**config.mk**
```make
export PLATFORM = sky130hd
export DESIGN_NAME = multicycle_control
export DESIGN_NICKNAME = d
export VERILOG_FILES = /design/src/rtl/multicycle_control.sv
export SDC_FILE = /design/constraint.sdc
export NUM_CORES = 1
export LEC_CHECK = 0
export CAP_MARGIN = 20
export CORE_ASPECT_RATIO = 0.7
export CORE_UTILIZATION = 40
export CTS_CLUSTER_SIZE = 8
export DETAILED_ROUTE_END_ITERATION = 7
export PLACE_DENSITY = 0.78
export SYNTH_ARGS = -nofsm -noshare
export SYNTH_HDL_FRONTEND = slang
export SYNTH_SLANG_ARGS = --single-unit
```
**constraint.sdc**
```tcl
create_clock -name clk -period 1.35 [get_ports clk]
set_input_delay 0.27 -clock clk [delete_from_list [all_inputs] [get_ports clk]]
set_output_delay 0.27 -clock clk [all_outputs]
set_load 0.005 [all_outputs]
```
**src/rtl/multicycle_control.sv**
```systemverilog
// Multicycle RV32I control FSM: fetch/decode/execute/memory/writeback sequencing
// with a ready-based memory handshake and a wait-cycle timeout trap.
module multicycle_control #(
    parameter bit          ENABLE_JUMP  = 1'b1,
    parameter bit          ENABLE_UPPER = 1'b1,
    parameter int unsigned MEM_TIMEOUT  = 15
) (
    input  logic       clk,
    input  logic       rst_n,
    input  logic [6:0] opcode,
    input  logic       mem_ready,
    output logic       ir_write,
    output logic       pc_write,
    output logic       branch,
    output logic       mem_read,
    output logic       mem_write,
    output logic       reg_write,
    output logic [1:0] alu_src_a,
    output logic [1:0] alu_src_b,
    output logic [1:0] aluop,
    output logic [1:0] result_src,
    output logic       pc_src,
    output logic       retire,
    output logic       trap,
    output logic       trap_cause,
    output logic [3:0] state
);

    typedef enum logic [3:0] {
        S_FETCH  = 4'd0,
        S_DECODE = 4'd1,
        S_ADDR   = 4'd2,
        S_MEM_RD = 4'd3,
        S_MEM_WR = 4'd4,
        S_WB_MEM = 4'd5,
        S_EXEC_R = 4'd6,
        S_EXEC_I = 4'd7,
        S_UPPER  = 4'd8,
        S_WB_ALU = 4'd9,
        S_BRANCH = 4'd10,
        S_JAL    = 4'd11,
        S_JALR   = 4'd12,
        S_TRAP   = 4'd13
    } state_t;

    localparam logic [6:0] OP_LOAD   = 7'b0000011;
    localparam logic [6:0] OP_STORE  = 7'b0100011;
    localparam logic [6:0] OP_R      = 7'b0110011;
    localparam logic [6:0] OP_I      = 7'b0010011;
    localparam logic [6:0] OP_BRANCH = 7'b1100011;
    localparam logic [6:0] OP_JAL    = 7'b1101111;
    localparam logic [6:0] OP_JALR   = 7'b1100111;
    localparam logic [6:0] OP_LUI    = 7'b0110111;
    localparam logic [6:0] OP_AUIPC  = 7'b0010111;
    localparam logic [7:0] TIMEOUT   = 8'(MEM_TIMEOUT);

    state_t     state_q, state_d;
    logic [7:0] wait_cnt_q, wait_cnt_d;
    logic       trap_cause_q, trap_cause_d;
    logic       mem_state;
    logic       waiting;

    always_ff @(posedge clk) begin
        if (!rst_n) begin
            state_q      <= S_FETCH;
            wait_cnt_q   <= 8'd0;
            trap_cause_q <= 1'b0;
        end else begin
            state_q      <= state_d;
            wait_cnt_q   <= wait_cnt_d;
            trap_cause_q <= trap_cause_d;
        end
    end

    assign state = state_q;

    always_comb begin
        state_d      = state_q;
        trap_cause_d = trap_cause_q;
        ir_write     = 1'b0;
        pc_write     = 1'b0;
        branch       = 1'b0;
        mem_read     = 1'b0;
        mem_write    = 1'b0;
        reg_write    = 1'b0;
        alu_src_a    = 2'b00;
        alu_src_b    = 2'b00;
        aluop        = 2'b00;
        result_src   = 2'b00;
        pc_src       = 1'b0;
        retire       = 1'b0;
        trap         = 1'b0;
        trap_cause   = 1'b0;

        mem_state = (state_q == S_FETCH) || (state_q == S_MEM_RD) || (state_q == S_MEM_WR);
        waiting   = mem_state && !mem_ready;

        unique case (state_q)
            S_FETCH: begin
                mem_read  = 1'b1;
                alu_src_b = 2'b01;
                if (mem_ready) begin
                    ir_write = 1'b1;
                    pc_write = 1'b1;
                    state_d  = S_DECODE;
                end
            end
            S_DECODE: begin
                // Branch/JAL target (oldPC + imm) is captured in the ALU register here.
                alu_src_a = 2'b10;
                alu_src_b = 2'b10;
                case (opcode)
                    OP_LOAD, OP_STORE: state_d = S_ADDR;
                    OP_R:              state_d = S_EXEC_R;
                    OP_I:              state_d = S_EXEC_I;
                    OP_BRANCH:         state_d = S_BRANCH;
                    OP_JAL:            state_d = ENABLE_JUMP  ? S_JAL   : S_TRAP;
                    OP_JALR:           state_d = ENABLE_JUMP  ? S_JALR  : S_TRAP;
                    OP_LUI, OP_AUIPC:  state_d = ENABLE_UPPER ? S_UPPER : S_TRAP;
                    default:           state_d = S_TRAP;
                endcase
                if (state_d == S_TRAP) trap_cause_d = 1'b0;
            end
            S_ADDR: begin
                alu_src_a = 2'b01;
                alu_src_b = 2'b10;
                state_d   = (opcode == OP_LOAD) ? S_MEM_RD : S_MEM_WR;
            end
            S_MEM_RD: begin
                mem_read = 1'b1;
                if (mem_ready) state_d = S_WB_MEM;
            end
            S_MEM_WR: begin
                mem_write = 1'b1;
                if (mem_ready) begin
                    retire  = 1'b1;
                    state_d = S_FETCH;
                end
            end
            S_WB_MEM: begin
                reg_write  = 1'b1;
                result_src = 2'b01;
                retire     = 1'b1;
                state_d    = S_FETCH;
            end
            S_EXEC_R: begin
                alu_src_a = 2'b01;
                alu_src_b = 2'b00;
                aluop     = 2'b10;
                state_d   = S_WB_ALU;
            end
            S_EXEC_I: begin
                alu_src_a = 2'b01;
                alu_src_b = 2'b10;
                aluop     = 2'b10;
                state_d   = S_WB_ALU;
            end
            S_UPPER: begin
                alu_src_a = (opcode == OP_LUI) ? 2'b11 : 2'b10;
                alu_src_b = 2'b10;
                state_d   = S_WB_ALU;
            end
            S_WB_ALU: begin
                reg_write = 1'b1;
                retire    = 1'b1;
                state_d   = S_FETCH;
            end
            S_BRANCH: begin
                alu_src_a = 2'b01;
                aluop     = 2'b01;
                branch    = 1'b1;
                pc_src    = 1'b1;
                retire    = 1'b1;
                state_d   = S_FETCH;
            end
            S_JAL: begin
                reg_write  = 1'b1;
                result_src = 2'b10;
                pc_write   = 1'b1;
                pc_src     = 1'b1;
                retire     = 1'b1;
                state_d    = S_FETCH;
            end
            S_JALR: begin
                alu_src_a  = 2'b01;
                alu_src_b  = 2'b10;
                reg_write  = 1'b1;
                result_src = 2'b10;
                pc_write   = 1'b1;
                retire     = 1'b1;
                state_d    = S_FETCH;
            end
            S_TRAP: begin
                trap       = 1'b1;
                trap_cause = trap_cause_q;
            end
            default: state_d = S_TRAP;
        endcase

        // A ready in the limit cycle completes the access instead of trapping.
        if (TIMEOUT != 8'd0 && waiting && wait_cnt_q == TIMEOUT) begin
            state_d      = S_TRAP;
            trap_cause_d = 1'b1;
        end

        wait_cnt_d = (waiting && state_d == state_q) ? wait_cnt_q + 8'd1 : 8'd0;

        if (!rst_n) begin
            ir_write   = 1'b0;
            pc_write   = 1'b0;
            branch     = 1'b0;
            mem_read   = 1'b0;
            mem_write  = 1'b0;
            reg_write  = 1'b0;
            alu_src_a  = 2'b00;
            alu_src_b  = 2'b00;
            aluop      = 2'b00;
            result_src = 2'b00;
            pc_src     = 1'b0;
            retire     = 1'b0;
            trap       = 1'b0;
            trap_cause = 1'b0;
        end
    end

endmodule

```
==> results of run 1 <==
[worst min path at each step]
stage                              from                  endpoint  slack (ps)  cells past startpoint
2_1_floorplan  wait_cnt_q[0]$_SDFF_PN0_  wait_cnt_q[0]$_SDFF_PN0_         420                      1
3_3_place_gp   wait_cnt_q[0]$_SDFF_PN0_  wait_cnt_q[0]$_SDFF_PN0_         500                      2
3_5_place_dp   wait_cnt_q[0]$_SDFF_PN0_  wait_cnt_q[0]$_SDFF_PN0_         520                      2
4_1_cts        wait_cnt_q[0]$_SDFF_PN0_  wait_cnt_q[0]$_SDFF_PN0_         530                      2
5_1_grt        wait_cnt_q[0]$_SDFF_PN0_  wait_cnt_q[0]$_SDFF_PN0_         540                      2
6_report       wait_cnt_q[0]$_SDFF_PN0_  wait_cnt_q[0]$_SDFF_PN0_         540                      2
[synth_stat cells, types with 2 or more instances]
cell type  instances
a211oi_1           2
a21oi_1            6
a221oi_1           2
and2_1             5
and3_1             6
clkbuf_1           5
dfxtp_1           13
inv_1              6
mux2i_1            2
nand2_1           10
nand2b_1           4
nand3_1            3
nand4_1            2
nor2_1            17
nor2b_1            4
nor3_1            11
nor4_1             3
o211ai_1           4
o21ai_1            2
xnor2_1            4
xor2_1             4
[layer usage]
metal | GRT usage [%] | routed length [µm]
met1 | 44.3 | 2470
met2 | 65.3 | 2710
met3 | 7.00 | 724
met4 | 18.2 | 533
met5 | 0 | 0
[registers in the layout (all words and copies together), names as in the netlist]
signal and count:
wait_cnt_q 8, state 4, trap_cause_q 1
[stage by stage]
step,instance area (µm²),setup WS (ps)
floorplan,1100,-38.3
global placement,1720,-771
detailed placement,1720,-763
CTS,2050,-310
global route,2210,-492
finish,2210,-494
[power by group]
part / switching (µW) / internal [µW]
Combinational: 1110 / 1060
Sequential: 91.2 / 446
Clock: 150 / 209
Total: 1350 / 1720
[final cells by class]
type | instances | area (µm²) | share of cell area (%)
multi-input combinational | 114 | 1020 | 46.4
inverter | 6 | 25.0 | 1.13
timing repair buffer | 97 | 793 | 35.9
sequential | 13 | 275 | 12.5
tap | 34 | 42.5 | 1.93
clock buffer | 4 | 45.0 | 2.04
antenna | 1 | 2.50 | 0.113
[tightest hold or removal path: stages (launching register included)]
cell and delay (ps):
dfxtp_1 340, buf_4 120, nor3_2 30
[timing repair]
item / CTS / global route
hold buffers: 0 / 0
pin swaps: 32 / 21
resized for setup: 141 / 39
setup buffers: 20 / 7
cloned: 0 / 0
endpoints found under the setup margin: 35 / 34
[cells by family after synthesis]
logic type | count (synthesis)
and+or+nand+nor | 75
AOI/OAI and AO/OA | 28
buffers and inverters | 14
DFF | 13
xor gates and xnor gates | 8
muxes | 2
adders and majority gates | 1
==> metrics.md, run 1 <==
| Metric | Value |
|---|---|
| Ranking of synthesized cells by area | dfxtp_1 24%, nor2_1 5.9%, nor3_1 5.1%, and3_1 3.5%, nand2_1 3.5% |
| Number of routed nets with antenna violations | 0 |
| Clk pin slew, worst setup/hold paths | 60 ps |
| Clock Tree Buf Depth | 2 |
| Synth Area in Adders | 1.16% |
| Syn Inst Count | 141 |
| Ys Warns | 0 |
| Post-synth cell types | 47 |
| Nets | 246 |
| Clock Latency Late Sink | between 200 and 300 ps |
| Sequential fraction of the synthesis area | between 20% and 30% |
| Vias | approximately 1800 |
| Max_cap viols | 0 |
| Die X | around 64 µm |
| TritonCTS Buffers | 3 |
| Mux contribution to synthesized area | under 10% |
| Netlist Area Pre-Place | roughly 1100 µm² |
| Top-area cell type share of the netlist area | approximately 24% |
| Min Hold Slack | approximately 540 ps |
| Routed len/inst | approximately 24 µm |
| Commonest non-fill, non-tap cell in the layout | buf_4 |
| Worst path depth | 6 |
| Worst Setup EP | reg_write |
| Initial antenna violation count | 1 |
| Worst IR drop on VDD | between 0.001 and 0.0015 V |
| First-pass GRT wire length | 7840 µm |
| Slew @ Worst Pin | 382 ps |
| Chip height | ~45 µm |
| Initial Utilization | 42.9% |
| Final wirelength | ~6400 µm |
| Final setup violation count | 32 |
| Largest net degree at the start of global routing | 9 |
| Reg2reg setup slack | -370 ps |
| Critical path type | flop to output port |
| WP data arrival | ~1600 ps |
| Leak | just under 0.001 µW |
| Vias in the first global route | 1591 |
| Largest family of logic cells by synthesized area | simple AND/OR/NAND/NOR gates |
| Synth Area in Compound Gates | between 20% and 30% |
| Die ar. | roughly 2900 µm² |
| Final period util | 137% |
| Total power | 3070 µW |
| IO buf count | 31 |
| R2r worst-path depth | 6 |
| Ys flop type | dfxtp_1 |
| FF+latch count, synth | 13 |
| Most frequent cells in the layout | 42 x buf_4, 23 x buf_6, 17 x buf_2 |
| CP Capture Type | output port |
| Crit path from | state[1]$_SDFF_PN0_ |
| CTS tree | done |
| Hold Fails Final Rpt | 0 |
| Initial DRC Count | between 150 and 200 |
| Pwr dens | 1390 nW/µm² |
| Min-delay worst type | flop to flop |
| Fmax | 0.542 GHz |
| Post-synth ARST share | 0% |
| Synth-to-Final Area Change | 105% |
| Syn avg cell area | 7.65 µm² |
| RSZ-0062 raised after global routing | yes |
| DRC violations left | 0 |
| Placed insts | 241 |
| Number of fill cells | 93 |
| Post-DP HPWL | 2530 µm |
| I/O Pins | 32 |
| Setup WS post-layout | -494 ps |
| Post-route insts no fill | between 200 and 300 |
| Setup Skew | 9.14 ps |
| DR vias/cell | between 6 and 7 |
| Synth area leader | dfxtp_1 |
| Final core utilization | about 88% |
| Sink Count | 13 |
| TritonRoute pass-1 iters | 5 |
| Top delay family on crit path | simple AND/OR/NAND/NOR gates |
| XOR/XNOR Fraction of Synth Area | 6.50% |
| Worst-path cell chain | buf_4 > or2_4 > mux2i_1 > a22oi_2 > nor2_1 > buf_2 |
| Total global-route track usage | between 30% and 40% |
| Final min period | between 1500 and 2000 ps |
| Critical Path RT | roughly 1100 ps |
| Max stage delay cell, worst path | dfxtp_4 |
| Final slew viol count | 0 |
| Share of layout cells above drive strength 1 | 62.0% |
| Overflow after GRT | 0 |
| WP buf/inv | 2 |
| Critical Path Max Stage Delay | between 300 and 400 ps |
| Number of synthesized flops with an enable pin | 0 |
| Worst slew margin relative to its limit | 74.4% |
| GP Congestion | roughly 0.95 |
| Failing checks | setup timing |
| H-tree levels | 1 |
| Placement Rows | 15 |
| Synth Area in Simple Gates | approximately two fifths |
| R2R Path Start | state[0]$_SDFF_PN0_ |
| CP startpoint kind | flop |
| Setup tns final | -9550 ps |
| Critical path peak fanout | 5 |
| Status | complete, but fails checks |
| Post-synth net total | between 150 and 200 |
| CTS root buffer | clkbuf_8 |
| Core area | approximately 2500 µm² |
| Reg2reg end | state[3]$_SDFF_PN0_ |
Power figures use the tool's default switching activity.
==> run 2, diff against run 1 <==
--- a/config.mk
+++ b/config.mk
@@ -6,7 +6,6 @@
 export NUM_CORES = 1
 export LEC_CHECK = 0
 export CAP_MARGIN = 20
-export CORE_ASPECT_RATIO = 0.7
 export CORE_UTILIZATION = 40
 export CTS_CLUSTER_SIZE = 8
 export DETAILED_ROUTE_END_ITERATION = 7
==> run 2 against run 1 <==
- the flow still finishes with violations (setup timing)
- register-to-register slack worse by 100 ps
- clock power down 27%
- core utilization shrank 0.21 points
- sequential share of layout area barely moved
- setup slack improved by 19 ps
- combinational power is essentially flat
- die area down 0.12%
- cell count down 0.74%
- power down 3.5%
- hold slack improved by 34 ps
- critical path depth unchanged
- first-iteration DRC count shrank 39%
- critical path type unchanged
- critical endpoint is now pc_write
==> metrics.md, run 2 (synthesis gave the netlist of run 1 again) <==
| Metric | Value |
|---|---|
| Core area | 2520 µm² (+0.30%) |
| Number of routed nets with antenna violations | 0 (unchanged) |
| Final slew viol count | 0 (unchanged) |
| Vias in the first global route | 1641 (+3.1%) |
| Initial DRC Count | 99 (-39%) |
| Total power | 2960 µW (-3.5%) |
| Clk pin slew, worst setup/hold paths | 90 ps (+30 ps) |
| Max_cap viols | 0 (unchanged) |
| Critical Path RT | 1080 ps (about the same) |
| GP Congestion | 0.851 (-11%) |
| Final antenna diode count | 0 (-1) |
| Placement Rows | 18 (+3) |
| Share of layout cells above drive strength 1 | 61.2% (-0.78 points) |
| Slew @ Worst Pin | 414 ps (+32.1 ps) |
| Largest register by flop count | wait_cnt_q |
| Critical path peak fanout | 4 (-1) |
| Sink Count | 13 (unchanged) |
| Final min period | 1830 ps (-18.7 ps) |
| RSZ-0062 raised after global routing | yes |
| Setup tns final | -10950 ps (-1400 ps) |
| Routed len/inst | 24.1 µm (+0.81%) |
| DR vias/cell | 6.52 (-1.6%) |
| Worst slew margin relative to its limit | 72.4% (-2.0 points) |
| Initial Utilization | 42.8% (-0.13 points) |
| Status | complete, but fails checks |
| Chip height | 53.9 µm (+19%) |
| Total global-route track usage | 39.3% (+2.3 points) |
| Final wirelength | 6440 µm (about the same) |
| H-tree levels | 1 (unchanged) |
| R2R Path Start | state[2]$_SDFF_PN0_ |
| Worst Setup EP | pc_write |
| Clock Latency Late Sink | 290 ps (+40 ps) |
| Min-Delay Path Depth | 2 (unchanged) |
| Final setup violation count | 31 (-3.1%) |
| Min-delay worst type | flop to flop |
| GRT Max-Usage Layer | met2 |
| Setup WS post-layout | -476 ps (+18.7 ps) |
| Leak | 0.000974 µW (+0.58%) |
| Most frequent cells in the layout | 49 x buf_4, 18 x buf_6, 17 x buf_2 |
| Synth-to-Final Area Change | 105% (about the same) |
| DRC violations left | 0 (unchanged) |
| Commonest non-fill, non-tap cell in the layout | buf_4 |
| Max reg flops | 8 (unchanged) |
| CTS tree | done |
| Overflow after GRT | 0 (unchanged) |
| Vias | 1740 (-2.4%) |
| Place WS | -865 ps (-101 ps) |
| Die X | 53.9 µm (-16%) |
| Pwr dens | 1340 nW/µm² (-3.5%) |
| I/O Pins | 32 (unchanged) |
| Final period util | 135% (-1.4 points) |
| WP data arrival | 1560 ps (about the same) |
| Met1 GRT Util | 41.8% (-2.5 points) |
| Initial antenna violation count | 0 (-1) |
| Met3 Track Usage GR | 9.89% (+2.9 points) |
| Worst IR drop on VDD | 0.00132 V (+23%) |
| Setup Skew | 6.36 ps (-2.79 ps) |
| Failing checks | setup timing |
| TritonCTS Buffers | 3 (unchanged) |
| Post-DP HPWL | 2670 µm (+5.4%) |
| Critical path type | flop to output port |
| CP Capture Type | output port |
| TritonRoute pass-1 iters | 4 (-1) |
| Largest net degree at the start of global routing | 9 (unchanged) |
| CP startpoint kind | flop |
| Clock Tree Buf Depth | 2 (unchanged) |
| Nets | 249 (+1.2%) |
| R2r worst-path depth | 6 (unchanged) |
| Hold Fails Final Rpt | 0 (unchanged) |
| CTS root buffer | clkbuf_4 |
| Reg2reg setup slack | -470 ps (-100 ps) |
| Met2 Use GR | 66.9% (+1.6 points) |
| Die ar. | 2910 µm² (-0.12%) |
| Crit path from | state[2]$_SDFF_PN0_ |
| Reg2reg end | state[3]$_SDFF_PN0_ |
| First-pass GRT wire length | 7800 µm (-0.45%) |
| Final core utilization | 87.6% (-0.21 points) |
| IO buf count | 31 (unchanged) |
| Min Hold Slack | 572 ps (+34.2 ps) |
| Fmax | 0.548 GHz (+1.0%) |
-- run 2: changes by cell type in the layout (fill, tap and decap cells not counted), sizes merged --
cell,before,now
dlygate4sd2,6,8
buf,83,87
diode,1,0
clkdlybuf4s50,2,1
clkbuf,8,6
-- run 2: layout make-up --
| type | instances | area (µm²) |
|---|---|---|
| Fill cell | 125 | 313 |
| Multi-Input combinational cell | 114 | 1020 |
| Inverter | 6 | 25.0 |
| Tap cell | 30 | 37.5 |
| Timing Repair Buffer | 100 | 830 |
| Sequential cell | 13 | 275 |
| Clock buffer | 4 | 26.3 |
-- run 2: worst max-delay path, cell delays in order (launching register included) --
cell     delay, ps
dfxtp_4        390
buf_6          140
and3b_2        230
a21oi_2        130
nor2_2          60
a21o_1         170
buf_2          140
-- run 2: power breakdown --
group          internal (µW)  total [µW]  switching [µW]
clock                    115         263             148
sequential               446         547             101
combinational           1060        2150            1090
total                   1620        2960            1340
-- run 2: stage by stage --
step	instances	instance area, µm²
6_report	267	2210
5_1_grt	267	2210
4_1_cts	263	2080
3_5_place_dp	237	1720
3_3_place_gp	237	1720
2_1_floorplan	141	1100
-- run 2: worst min path at each step --
stage / from / endpoint
6_report: wait_cnt_q[0]$_SDFF_PN0_ / wait_cnt_q[0]$_SDFF_PN0_
2_1_floorplan: wait_cnt_q[0]$_SDFF_PN0_ / wait_cnt_q[0]$_SDFF_PN0_
5_1_grt: wait_cnt_q[0]$_SDFF_PN0_ / wait_cnt_q[0]$_SDFF_PN0_
3_5_place_dp: trap_cause_q$_SDFFE_PN0P_ / trap_cause_q$_SDFFE_PN0P_
4_1_cts: trap_cause_q$_SDFFE_PN0P_ / trap_cause_q$_SDFFE_PN0P_
3_3_place_gp: trap_cause_q$_SDFFE_PN0P_ / trap_cause_q$_SDFFE_PN0P_
-- run 2: timing repair --
action	CTS	global route
pin swaps	29	14
hold endpoints to repair	0	0
hold buffers	0	0
resized for setup	147	31
setup buffers	24	5
setup endpoints to repair	35	34
gates cloned	1	0
-- run 2: per-layer routing --
metal	up-vias	wire, µm
met5	-	0
met4	0	577
met3	61	623
met2	149	2980
met1	821	2270
li1	709	-
